<file path="src/rtl/adc_sample_sequencer.sv">
// adc_sample_sequencer: ADC convst/busy/read handshake with a range-tagged FWFT sample FIFO; optional SECTOR_GATE_EN adds bearing-sector launch gating
module adc_sample_sequencer #(
  parameter int DATA_W        = 12,
  parameter int CONVST_CYCLES = 4,
  parameter int BUSY_TIMEOUT  = 100,
  parameter int FIFO_DEPTH    = 4
) (
  input  logic                          Clk,
  input  logic                          nReset,
  input  logic                          AdcLaunch,
  input  logic                          RangeTrace,
  input  logic [9:0]                    RangeCode,
  output logic                          AdcConvSt,
  input  logic                          AdcBusy,
  output logic                          AdcRd,
  input  logic [DATA_W-1:0]             AdcData,
  output logic                          SampleValid,
  input  logic                          SampleReady,
  output logic [DATA_W-1:0]             SampleData,
  output logic [9:0]                    SampleRange,
  output logic [$clog2(FIFO_DEPTH):0]   FifoLevel,
  input  logic                          ClearFlags,
  output logic                          Overflow,
  output logic                          Timeout,
  output logic                          MissedLaunch
`ifdef SECTOR_GATE_EN
  ,
  input  logic [3:0]                    BearSector,
  input  logic [15:0]                   SectorMask
`endif
);
  localparam int AW = $clog2(FIFO_DEPTH);
  localparam int LW = AW + 1;
  typedef enum logic [2:0] {IDLE, CONVST, WAIT_HI, WAIT_LO, READ, PUSH} state_t;
  state_t state, state_nx;
  logic [7:0] cnt;
  logic busy_m, busy_s;
  logic [9:0] rng_q;
  logic [DATA_W-1:0] data_q;
  logic [DATA_W-1:0] mem_d [FIFO_DEPTH];
  logic [9:0] mem_r [FIFO_DEPTH];
  logic [AW-1:0] wr_ptr, rd_ptr;
  logic gate_ok, accept, t_exp;
  logic conv_nx, rd_nx, cnt_clr, to_evt, miss_evt, push;
  logic full, pop, wr_en, ovf_evt;
`ifdef SECTOR_GATE_EN
  assign gate_ok = SectorMask[BearSector];
`else
  assign gate_ok = 1'b1;
`endif
  assign accept = AdcLaunch & RangeTrace & gate_ok;
  assign t_exp = cnt == 8'(BUSY_TIMEOUT - 1);
  assign SampleValid = FifoLevel != '0;
  assign SampleData = SampleValid ? mem_d[rd_ptr] : '0;
  assign SampleRange = SampleValid ? mem_r[rd_ptr] : '0;
  assign full = FifoLevel == LW'(FIFO_DEPTH);
  assign pop = SampleValid & SampleReady;
  assign wr_en = push & (~full | pop);
  assign ovf_evt = push & full & ~pop;
  // next-state: timeout aborts either busy wait back to IDLE
  always_comb begin
    state_nx = state;
    case (state)
      IDLE:    state_nx = accept ? CONVST : IDLE;
      CONVST:  state_nx = cnt == 8'(CONVST_CYCLES - 1) ? WAIT_HI : CONVST;
      WAIT_HI: state_nx = busy_s ? WAIT_LO : t_exp ? IDLE : WAIT_HI;
      WAIT_LO: state_nx = !busy_s ? READ : t_exp ? IDLE : WAIT_LO;
      READ:    state_nx = cnt[0] ? PUSH : READ;
      PUSH:    state_nx = IDLE;
      default: state_nx = IDLE;
    endcase
  end
  // output decode: strobes are registered from the next state; the counter keeps running from WAIT_HI into WAIT_LO
  always_comb begin
    conv_nx = state_nx == CONVST;
    rd_nx = state_nx == READ;
    cnt_clr = state_nx != state && !(state == WAIT_HI && state_nx == WAIT_LO);
    to_evt = (state == WAIT_HI || state == WAIT_LO) && state_nx == IDLE;
    miss_evt = AdcLaunch && state != IDLE;
    push = state == PUSH;
  end
  // state, sync, capture, FIFO pointers and sticky flags (set beats clear)
  always_ff @(posedge Clk or negedge nReset) begin
    if (!nReset) begin
      state <= IDLE;
      cnt <= '0;
      busy_m <= 1'b0;
      busy_s <= 1'b0;
      AdcConvSt <= 1'b0;
      AdcRd <= 1'b0;
      rng_q <= '0;
      data_q <= '0;
      wr_ptr <= '0;
      rd_ptr <= '0;
      FifoLevel <= '0;
      Overflow <= 1'b0;
      Timeout <= 1'b0;
      MissedLaunch <= 1'b0;
    end else begin
      state <= state_nx;
      cnt <= cnt_clr ? '0 : cnt + 8'd1;
      busy_m <= AdcBusy;
      busy_s <= busy_m;
      AdcConvSt <= conv_nx;
      AdcRd <= rd_nx;
      rng_q <= (state == IDLE && accept) ? RangeCode : rng_q;
      data_q <= (state == READ && cnt[0]) ? AdcData : data_q;
      wr_ptr <= wr_ptr + AW'(wr_en);
      rd_ptr <= rd_ptr + AW'(pop);
      FifoLevel <= FifoLevel + LW'(wr_en) - LW'(pop);
      Overflow <= ovf_evt ? 1'b1 : ClearFlags ? 1'b0 : Overflow;
      Timeout <= to_evt ? 1'b1 : ClearFlags ? 1'b0 : Timeout;
      MissedLaunch <= miss_evt ? 1'b1 : ClearFlags ? 1'b0 : MissedLaunch;
    end
  end
  // sample storage; emptiness is tracked by FifoLevel so no reset is needed
  always_ff @(posedge Clk) begin
    if (wr_en) begin
      mem_d[wr_ptr] <= data_q;
      mem_r[wr_ptr] <= rng_q;
    end
  end
endmodule
</file>
<file path="config.mk">
export PLATFORM = sky130hd
export DESIGN_NAME = adc_sample_sequencer
export DESIGN_NICKNAME = d
export VERILOG_FILES = /design/src/rtl/adc_sample_sequencer.sv
export SDC_FILE = /design/constraint.sdc
export NUM_CORES = 1
export LEC_CHECK = 0
export CAP_MARGIN = 5
export CORE_ASPECT_RATIO = 0.75
export CORE_MARGIN = 4
export CORE_UTILIZATION = 62
export CTS_BUF_LIST = sky130_fd_sc_hd__clkbuf_4 sky130_fd_sc_hd__clkbuf_8
export CTS_CLUSTER_DIAMETER = 120
export DETAILED_ROUTE_END_ITERATION = 6
export GPL_TIMING_DRIVEN = 1
export HOLD_SLACK_MARGIN = 0.06
export PLACE_DENSITY = 0.87
export SETUP_SLACK_MARGIN = 0.4
export SYNTH_ARGS = -nofsm -noshare
export SYNTH_HDL_FRONTEND = slang
export SYNTH_SLANG_ARGS = --single-unit
</file>
<file path="constraint.sdc">
create_clock -name Clk -period 5.08 [get_ports Clk]
set_input_delay 1.016 -clock Clk [delete_from_list [all_inputs] [get_ports Clk]]
set_output_delay 1.016 -clock Clk [all_outputs]
set_load 0.01 [all_outputs]
</file>
Word level (Yosys, flattened, before mapping)
Memories as Yosys holds them, arrays and structs flattened. Cells that the tools add are included.

Memory bits (writable): 88. Register bits after elaboration: 47. Input port bits: 29. Word-level logic and storage cells: 73. Memories kept: 2. Output and inout port bits: 31.

Reduce and logical (&&, ||, !) cells: 15. Multiplexer cells: 17. Equality and inequality tests: 12. $add $sub $neg: 5. Bitwise gates (word level): 8.

Memory list: mem_d (depth 4, bits a word 12, read ports 1, clocked after Yosys merged registers in 0, wr ports 1, RTL line 40) `logic [DATA_W-1:0] mem_d [FIFO_DEPTH];`; mem_r (depth 4, bits a word 10, read ports 1, clocked after Yosys merged registers in 0, wr ports 1, RTL line 41) `logic [9:0] mem_r [FIFO_DEPTH];`.

Operator list (count): one-hot mux 3 bit (5 select lines) (1); equality test 3 bit, second input constant (4); 2-to-1 mux 12 bit (1); 2-to-1 mux 10 bit (1); equality test 3 x 2 -> 1 bit, second input constant (3); adder 8 x 1 -> 8 bit, second input constant (1); equality test 8 x 2 -> 1 bit, second input constant (1); equality test 8 x 7 -> 1 bit, second input constant (1); 2-to-1 mux 1 bit (8); 2-to-1 mux 2 bit (4); 2-to-1 mux 8 bit (1); equality test 3 x 1 -> 1 bit, second input constant (2); logical AND 1 bit (6); logical NOT 3 bit (2); nonzero test 2 bit (3); nonzero test 3 bit (2); AND 1 bit (5); adder 2 x 1 -> 2 bit (2); adder 3 x 1 -> 3 bit (1); 2-to-1 mux 3 bit (1); inequality test 3 bit (1); subtractor 3 x 1 -> 3 bit (1); inverter 1 bit (2); logical NOT 1 bit (1); 2 further kinds (2).

Logic depth before layout (Yosys ltp)
Depth after elaboration: 9. Gate-level depth with buffers: 9. Mapped depth without buffers: 8.

Worst setup path after synthesis
OpenSTA, ideal clock, no wires.

Path kind: input-to-reg. Start: input port SampleReady. End: memory mem_d[2][0] (enable). Required time: 4.647 ns. Buffers on the path: 0. Arrival time: 3.295 ns. Stages on the path: 3. Setup time: 0.433 ns. Path slack: 1.352 ns. Cells stage by stage: or4b_2 > or3b_2 > nor3b_1.

Longest elaborated chain between the ends: 5.

Ends and longest elaborated chain: start: declaration (RTL line 18) `input logic SampleReady,`; AND 1 bit (RTL line 57) `assign pop = SampleValid & SampleReady;`; bitwise OR 1 bit (RTL line 58) `assign wr_en = push & (~full | pop);`; AND 1 bit (RTL line 58); 2-to-1 mux 1 bit (RTL line 118) `if (wr_en) begin`; 2-to-1 mux 1 bit (not written as such) (RTL line 119) `mem_d[wr_ptr] <= data_q;`; end: declaration (RTL line 40).

No other way between the ends.

Worst setup path in the final report
Start: register rd_ptr[1]. End: output port SampleData[5].

Longest elaborated chain between the ends: 2.

Ends and longest elaborated chain: start: declaration (RTL line 42) `logic [AW-1:0] wr_ptr, rd_ptr;`; start signal: assignment (RTL line 109) `rd_ptr <= rd_ptr + AW'(pop);`; memory read (4 x 12 bit); 2-to-1 mux 12 bit (RTL line 54) `assign SampleData = SampleValid ? mem_d[rd_ptr] : '0;`; end: declaration (RTL line 19) `output logic [DATA_W-1:0] SampleData,`.

No other way between the ends.

==> summary.md <==
| Metric | Value |
|---|---|
| Run status | complete, no violations |
| Buffer cell driving the clock tree root | sky130_fd_sc_hd__clkbuf_8 |
| Crit-path slowest cell | sky130_fd_sc_hd__dfrtp_1 |
| CTS HTree Levels | 4 |
| Later-pin clock latency in the skew report | 430 ps |
| Max frequency | 279 MHz |
| Total global-route track usage | 0.207 |
| Routed via count divided by cell count | 5.70 |
| Layout cell share with drive strength beyond 1 | 0.237 |
| Synth Warn # | 0 |
| Syn avg cell area | 17.9 um^2 |
| GRT Residual Overflow | 0 |
| Async set or reset register ratio after synthesis | 0.348 |
| Net count after synthesis | 335 |
| Depth of the worst hold-timing path | 0 |
| Pin slew with the least headroom to its limit | 1120 ps |
| Max Transition Viols Final | 0 |
| Area Overhead vs Synth | 20.4% |
| Skew final | 12.5 ps |
| Class of the worst hold path | flip-flop to flip-flop |
| Register bit total from synthesis | 135 |
| Register area share after synthesis | 0.710 |
| Clock-pin slew reported for the worst setup and hold paths after clock tree synthesis | 70 ps |
| Final setup fails | 0 |
| Post-detailed-routing wire length | 9390 um |
| Terminating pin of the worst hold path | busy_s |
| Core box area | 8450 um^2 |
| Slack of the critical path | 1500 ps |
| Antenna violations before repair | 0 |
| Setup crit start kind | flip-flop |
| CTS tree | built |
| FP Rows | 29 |
| Number of hold violations in the final report | 0 |
| Reported max-cap violation count | 0 |
| Routability congestion estimate | 0.729 |
| Register cell area after layout | 3820 um^2 |
| Area of the multi-input gates | 1480 um^2 |
| Sum Neg Setup Slack | 0 ps |
| Post-DP HPWL | 5890 um |
| Worst slack at placement | 1530 ps |
| Buffering stage count on the worst path with inverters included | 1 |
| Final antenna diode count | 0 |
| Worst-path maximum fanout | 23 |
| Drc violations | 0 |
| Width of the chip | 116 um |
| Critical hold path startpoint | busy_m |
| Sink count of the clock tree | 135 |
| Slew margin rel. | 0.250 |
| Endpoint of the lowest-slack register-to-register path | FifoLevel[2] |
| Maximum buffer depth of the clock tree | 2 |
| Ordered list of cells on the worst path | mux4_2 > nor2b_1 > clkdlybuf4s50_1 |
| CTS buffer count | 17 |
| Post-layout minimum cycle time | 3580 ps |
| Number of placed I/O pins | 60 |
| Category of the critical setup timing path | flip-flop to primary output |
| Avg WL per Cell | 19.1 um |
| CP top delay family | flip-flops |
| Critical path origin | rd_ptr[1] |
| Internal reg-to-reg setup slack | 2520 ps |
| Arrival time at the worst endpoint | 2570 ps |
| Hold Slack | 351 ps |
| Reg-to-reg critical path startpoint | FifoLevel[1] |
| Synthesized instance count | 300 |
| Number of nets in the finished design | 406 |
| Summed instance area of the synthesized netlist | 5380 um^2 |
| Power density normalized to cell area | 534 nW/um^2 |
| Pin count of the biggest net entering global routing | 48 |
| Total iterations of the first detailed-routing run | 5 |
| Number of global-route vias before repair | 3011 |
| Floorplan die area | 10200 um^2 |
| Number of post-CTS setup repair buffers | 0 |
| IO buf count | 59 |
| Commonest cells after routing, fill and taps aside | 88 x sky130_fd_sc_hd__edfxtp_1, 58 x sky130_fd_sc_hd__clkdlybuf4s50_1, 47 x sky130_fd_sc_hd__dfrtp_1, 27 x sky130_fd_sc_hd__nor2b_1 |
| Final worst-path cycle share | 0.705 |
| Flip-flop cell with the highest count after synthesis | sky130_fd_sc_hd__edfxtp_1 |
| Req. time, crit path | 4060 ps |
| Most common cell after layout, fill and taps aside | sky130_fd_sc_hd__edfxtp_1 |
| Wire length of the first global-routing pass | 15400 um |
| Number of synthesized flops with an enable pin | 88 |
| Hold buffer count at CTS | 0 |
| Unrepaired setup endpoints after global routing | no |
| Delay of the slowest cell on the worst path | 1040 ps |
| Endpoint class of the critical path | primary output |
| Number of vias in the routed layout | 2806 |
| Starting density of the core | 0.636 |
| Number of routed nets with antenna violations | 0 |
| Fill cell count | 495 |
| Worst ir drop on vdd | 0.371 mV |
| Number of different library cells in the post-synthesis netlist | 40 |
| Iteration-0 DRC Markers | 122 |
| Post-CTS Resized | 0 |
| Reg2Reg Depth | 8 |
| Die span in y | 88.6 um |
| Static Leak | 2.39 nW |
==> worst register-to-register path, delay by kind of cell, from the launching register on <==
family | cells | cell delay [ps]
buffers and inverters | 1 | 40
flip-flops | 1 | 450
adder cells (fa/ha/maj) | 3 | 700
XOR/XNOR | 2 | 290
AND/OR/NAND/NOR | 2 | 970
==> area by class of cell <==
type | instances | share of cell area
clock buffers | 18 | 0.0373
clock inverters | 14 | 0.0209
inverters | 10 | 0.00580
multi-input cells | 143 | 0.229
flip-flops and latches | 135 | 0.590
well taps | 108 | 0.0209
repair buffers | 64 | 0.0963
==> how the worst max path moves through the flow <==
stage,depth (start not counted),slack (ps),to
2_1_floorplan,3,1350,mem_d[2][0]
3_3_place_gp,5,1590,mem_d[3][9]
3_5_place_dp,5,1530,mem_d[3][9]
4_1_cts,3,1410,SampleData[5]
5_1_grt,3,1300,SampleData[5]
6_report,3,1500,SampleData[5]
==> synthesized netlist by cell type, types with 2 or more instances <==
master                      n  area [um^2]
sky130_fd_sc_hd__edfxtp_1  88         2640
sky130_fd_sc_hd__dfrtp_1   47         1180
sky130_fd_sc_hd__nor2b_1   27          169
sky130_fd_sc_hd__mux2_2    22          248
sky130_fd_sc_hd__mux4_2    22          495
sky130_fd_sc_hd__inv_1     10         37.5
sky130_fd_sc_hd__a211oi_1   8         60.1
sky130_fd_sc_hd__xor2_1     7         61.3
sky130_fd_sc_hd__clkbuf_1   6         22.5
sky130_fd_sc_hd__a21oi_1    5         25.0
sky130_fd_sc_hd__ha_1       5         62.6
sky130_fd_sc_hd__and3_1     4         25.0
sky130_fd_sc_hd__buf_2      4         20.0
sky130_fd_sc_hd__nand2_1    4         15.0
sky130_fd_sc_hd__nand3_1    4         20.0
sky130_fd_sc_hd__nor2_1     4         15.0
sky130_fd_sc_hd__nand3b_1   3         22.5
sky130_fd_sc_hd__xnor2_1    3         26.3
sky130_fd_sc_hd__a211o_1    2         17.5
sky130_fd_sc_hd__a22o_1     2         17.5
sky130_fd_sc_hd__nand2b_1   2         12.5
sky130_fd_sc_hd__nor3_1     2         10.0
sky130_fd_sc_hd__or3_1      2         12.5
==> flip-flops by register name, summed over array words and instances, names as in the netlist <==
register / flops
wr_ptr: 2
rng_q: 10
busy_m: 1
data_q: 12
AdcRd: 1
mem_r: 40
mem_d: 48
busy_s: 1
state: 3
rd_ptr: 2
AdcConvSt: 1
Timeout: 1
MissedLaunch: 1
Overflow: 1
cnt: 8
FifoLevel: 3
==> where the power goes <==
group / switching (W) / total (W) / internal [W]
combinational: 0.000424 / 0.00103 / 0.000611
sequential: 0.000204 / 0.00160 / 0.00139
clock: 0.000391 / 0.000825 / 0.000434
==> per-layer routing <==
metal / vias to the layer above / global-route usage / part of all wire
li1: 1293 / - / -
met1: 1403 / 0.256 / 0.42
met2: 102 / 0.346 / 0.50
met3: 8 / 0.0752 / 0.080
met4: 0 / 0.0682 / 0.0093
met5: - / 0 / 0
==> cell families (layout without fill, tap and decap cells) <==
| family | Yosys count | count (layout) | share of synthesized area |
|---|---|---|---|
| AO/OA/AOI/OAI | 22 | 22 | 0.0324 |
| AND/OR/NAND/NOR | 61 | 61 | 0.0696 |
| adder cells (fa/ha/maj) | 6 | 6 | 0.0154 |
| flip-flops | 135 | 135 | 0.710 |
| buffers and inverters | 22 | 106 | 0.0177 |
| XOR/XNOR | 10 | 10 | 0.0163 |
| multiplexers | 44 | 44 | 0.138 |
==> through the flow <==
stage,utilization,power [W],area [um^2],cells
after global routing,0.765,0.00365,6470,492
after global placement,0.721,0.00262,6090,460
after floorplan,-,0.00220,5380,300
after detailed placement,0.721,0.00266,6090,460
after CTS,0.765,0.00349,6470,492
final,0.765,0.00346,6470,492
Power figures use the tool's default switching activity.
==> RTL edit: new RTL, same settings <==
The option `SECTOR_GATE_EN` is turned on by a define.
--- a/src/rtl/adc_sample_sequencer.sv
+++ b/src/rtl/adc_sample_sequencer.sv
@@ -1,4 +1,6 @@
 // adc_sample_sequencer: ADC convst/busy/read handshake with a range-tagged FWFT sample FIFO; optional SECTOR_GATE_EN adds bearing-sector launch gating
+`define SECTOR_GATE_EN
+
 module adc_sample_sequencer #(
   parameter int DATA_W        = 12,
   parameter int CONVST_CYCLES = 4,
Interface: changed (added BearSector and SectorMask); port bits go from 60 to 80. No check against the original RTL was run, so the function may have changed too.
==> RTL edit against the original RTL <==
Via count rose by 11%. Final area rose by 6.3%. Fmax decreased by 9.8%. Sequential cell count is the same. Area after synthesis grew 3.3%. Sequential share of layout area down 3.5 points. Power grew 6.9%. Setup slack lost 0.39 ns. Wire length increased by 17%. Critical path type unchanged. Largest cell class unchanged. Highest routed layer unchanged.
==> RTL edit: results <==
metrics = {
    "status": {
        "outcome": "finished, final reports clean",
    },
    "clock_network": {
        "clockRootBuffer": "clkbuf_8",
        "cts_resized": 0,
        "cts.htree.levels": 4,
        "post-cts-setup-buffers": 0,
        "clock_latency_ns": 0.43,
        "cts_buffer_depth": 2,
    },
    "yosys": {
        "yosysSeqAreaShare_pct": 68.8,
        "synth.distinct_cells": 46,
        "yosysWarnings": 0,
        "synthArstFlopShare_pct": 34.8,
        "synth_xor_area_share_pct": 1.58,
        "synth-compound-area-share_pct": 2.59,
        "synth_nets": 373,
        "synth.top_cells.by_area": "edfxtp_1 (48%), dfrtp_1 (21%), mux4_2 (9.7%), nor2b_1 (3.0%), mux2_4 (2.7%)",
        "avgSynthCellArea_um2": 17.5,
        "synthMuxAreaShare_pct": 15.6,
        "synthAdderAreaFrac_pct": 1.49,
        "synth_edf_count": 88,
        "netlist_top_cells_count": "edfxtp_1 (88), dfrtp_1 (47), nor2b_1 (27)",
    },
    "detailed_routing": {
        "first_pass_iters": 4,
        "wire_per_inst_um": 20.9,
        "antenna_left": 0,
        "vias_per_cell": 5.88,
        "initialDrtViolationCount": 221,
        "num_vias": 3107,
    },
    "timing": {
        "relSlewSlack_pct": 23.1,
        "hold_viol": 0,
        "skew_ns": 0.0107,
    },
    "worst_setup_path": {
        "max_stage_delay_ns": 1.04,
        "cp_data_arrival_time_ns": 2.95,
        "path_max_fanout": 17,
        "critPathTopFamily": "flip-flops",
    },
    "grt": {
        "grt_pass1_vias": 3247,
        "grt_antenna_before_repair": 0,
        "gr-usage-all-layers_pct": 22.6,
        "grt_first_pass_wirelength_um": 17500,
    },
    "final_layout": {
        "drive_gt1_share_pct": 22.1,
        "largest_reg_flops": 48,
        "insertedDiodeCount": 0,
        "top_regs": "mem_d: 48 flops, mem_r: 40 flops, data_q: 12 flops",
        "nNetsFinal": 462,
    },
    "placement": {
        "numPortBuffers": 79,
        "placed_area_um2": 6450,
        "place_congestion": 0.815,
        "place_ws_ns": 1.47,
        "hpwlAfterDp_um": 6670,
        "dpl.cell_count": 496,
    },
    "power_and_ir_drop": {
        "ir_worst_vdd_v": 0.000414,
        "p_leak_nw": 2.62,
    },
}
## RTL edit: changes by cell type after synthesis, sizes merged, moves of 3 or more
| cell | before | now |
|---|---|---|
| a211oi | 8 | 1 |
| mux2i | 0 | 3 |
| nor2 | 4 | 8 |
| nor3 | 2 | 8 |
## RTL edit: per-layer routing
layer,wire [um],global-route usage [%],up-vias
met5,0,0,-
met4,323,8.79,0
met3,628,6.38,32
met2,5490,34.8,123
met1,4580,30.6,1561
li1,-,-,1391
## RTL edit: area by class of cell
cell class | instances | area (um^2)
Inverter | 9 | 33.8
Multi-Input combinational cell | 160 | 1640
Tap cell | 108 | 135
Clock buffer | 19 | 255
Fill cell | 446 | 1720
Sequential cell | 135 | 3820
Clock inverter | 13 | 173
Timing Repair Buffer | 84 | 823
## RTL edit: logic make-up after synthesis
family / after synthesis
buffers and inverters: 23
flip-flops: 135
XOR/XNOR: 10
multiplexers: 50
adder cells (fa/ha/maj): 6
AO/OA/AOI/OAI: 19
AND/OR/NAND/NOR: 75
## RTL edit: report_power, final
part,internal (W),total [W],switching [W]
combinational,0.000668,0.00108,0.000411
sequential,0.00142,0.00168,0.000264
clock,0.000511,0.000932,0.000421
## RTL edit: path summary, 6_finish.rpt
path                         startpoint            end  depth (start not counted)  slack [ns]
min reg2reg                      busy_m         busy_s                          0        0.35
max in group asynchronous        nReset      data_q[4]                          1        3.61
max                           rd_ptr[0]  SampleData[4]                          4        1.11
min in group asynchronous        nReset       rng_q[5]                          1        0.80
max reg2reg                FifoLevel[1]   FifoLevel[2]                          8        2.54
min                              busy_m         busy_s                          0        0.35
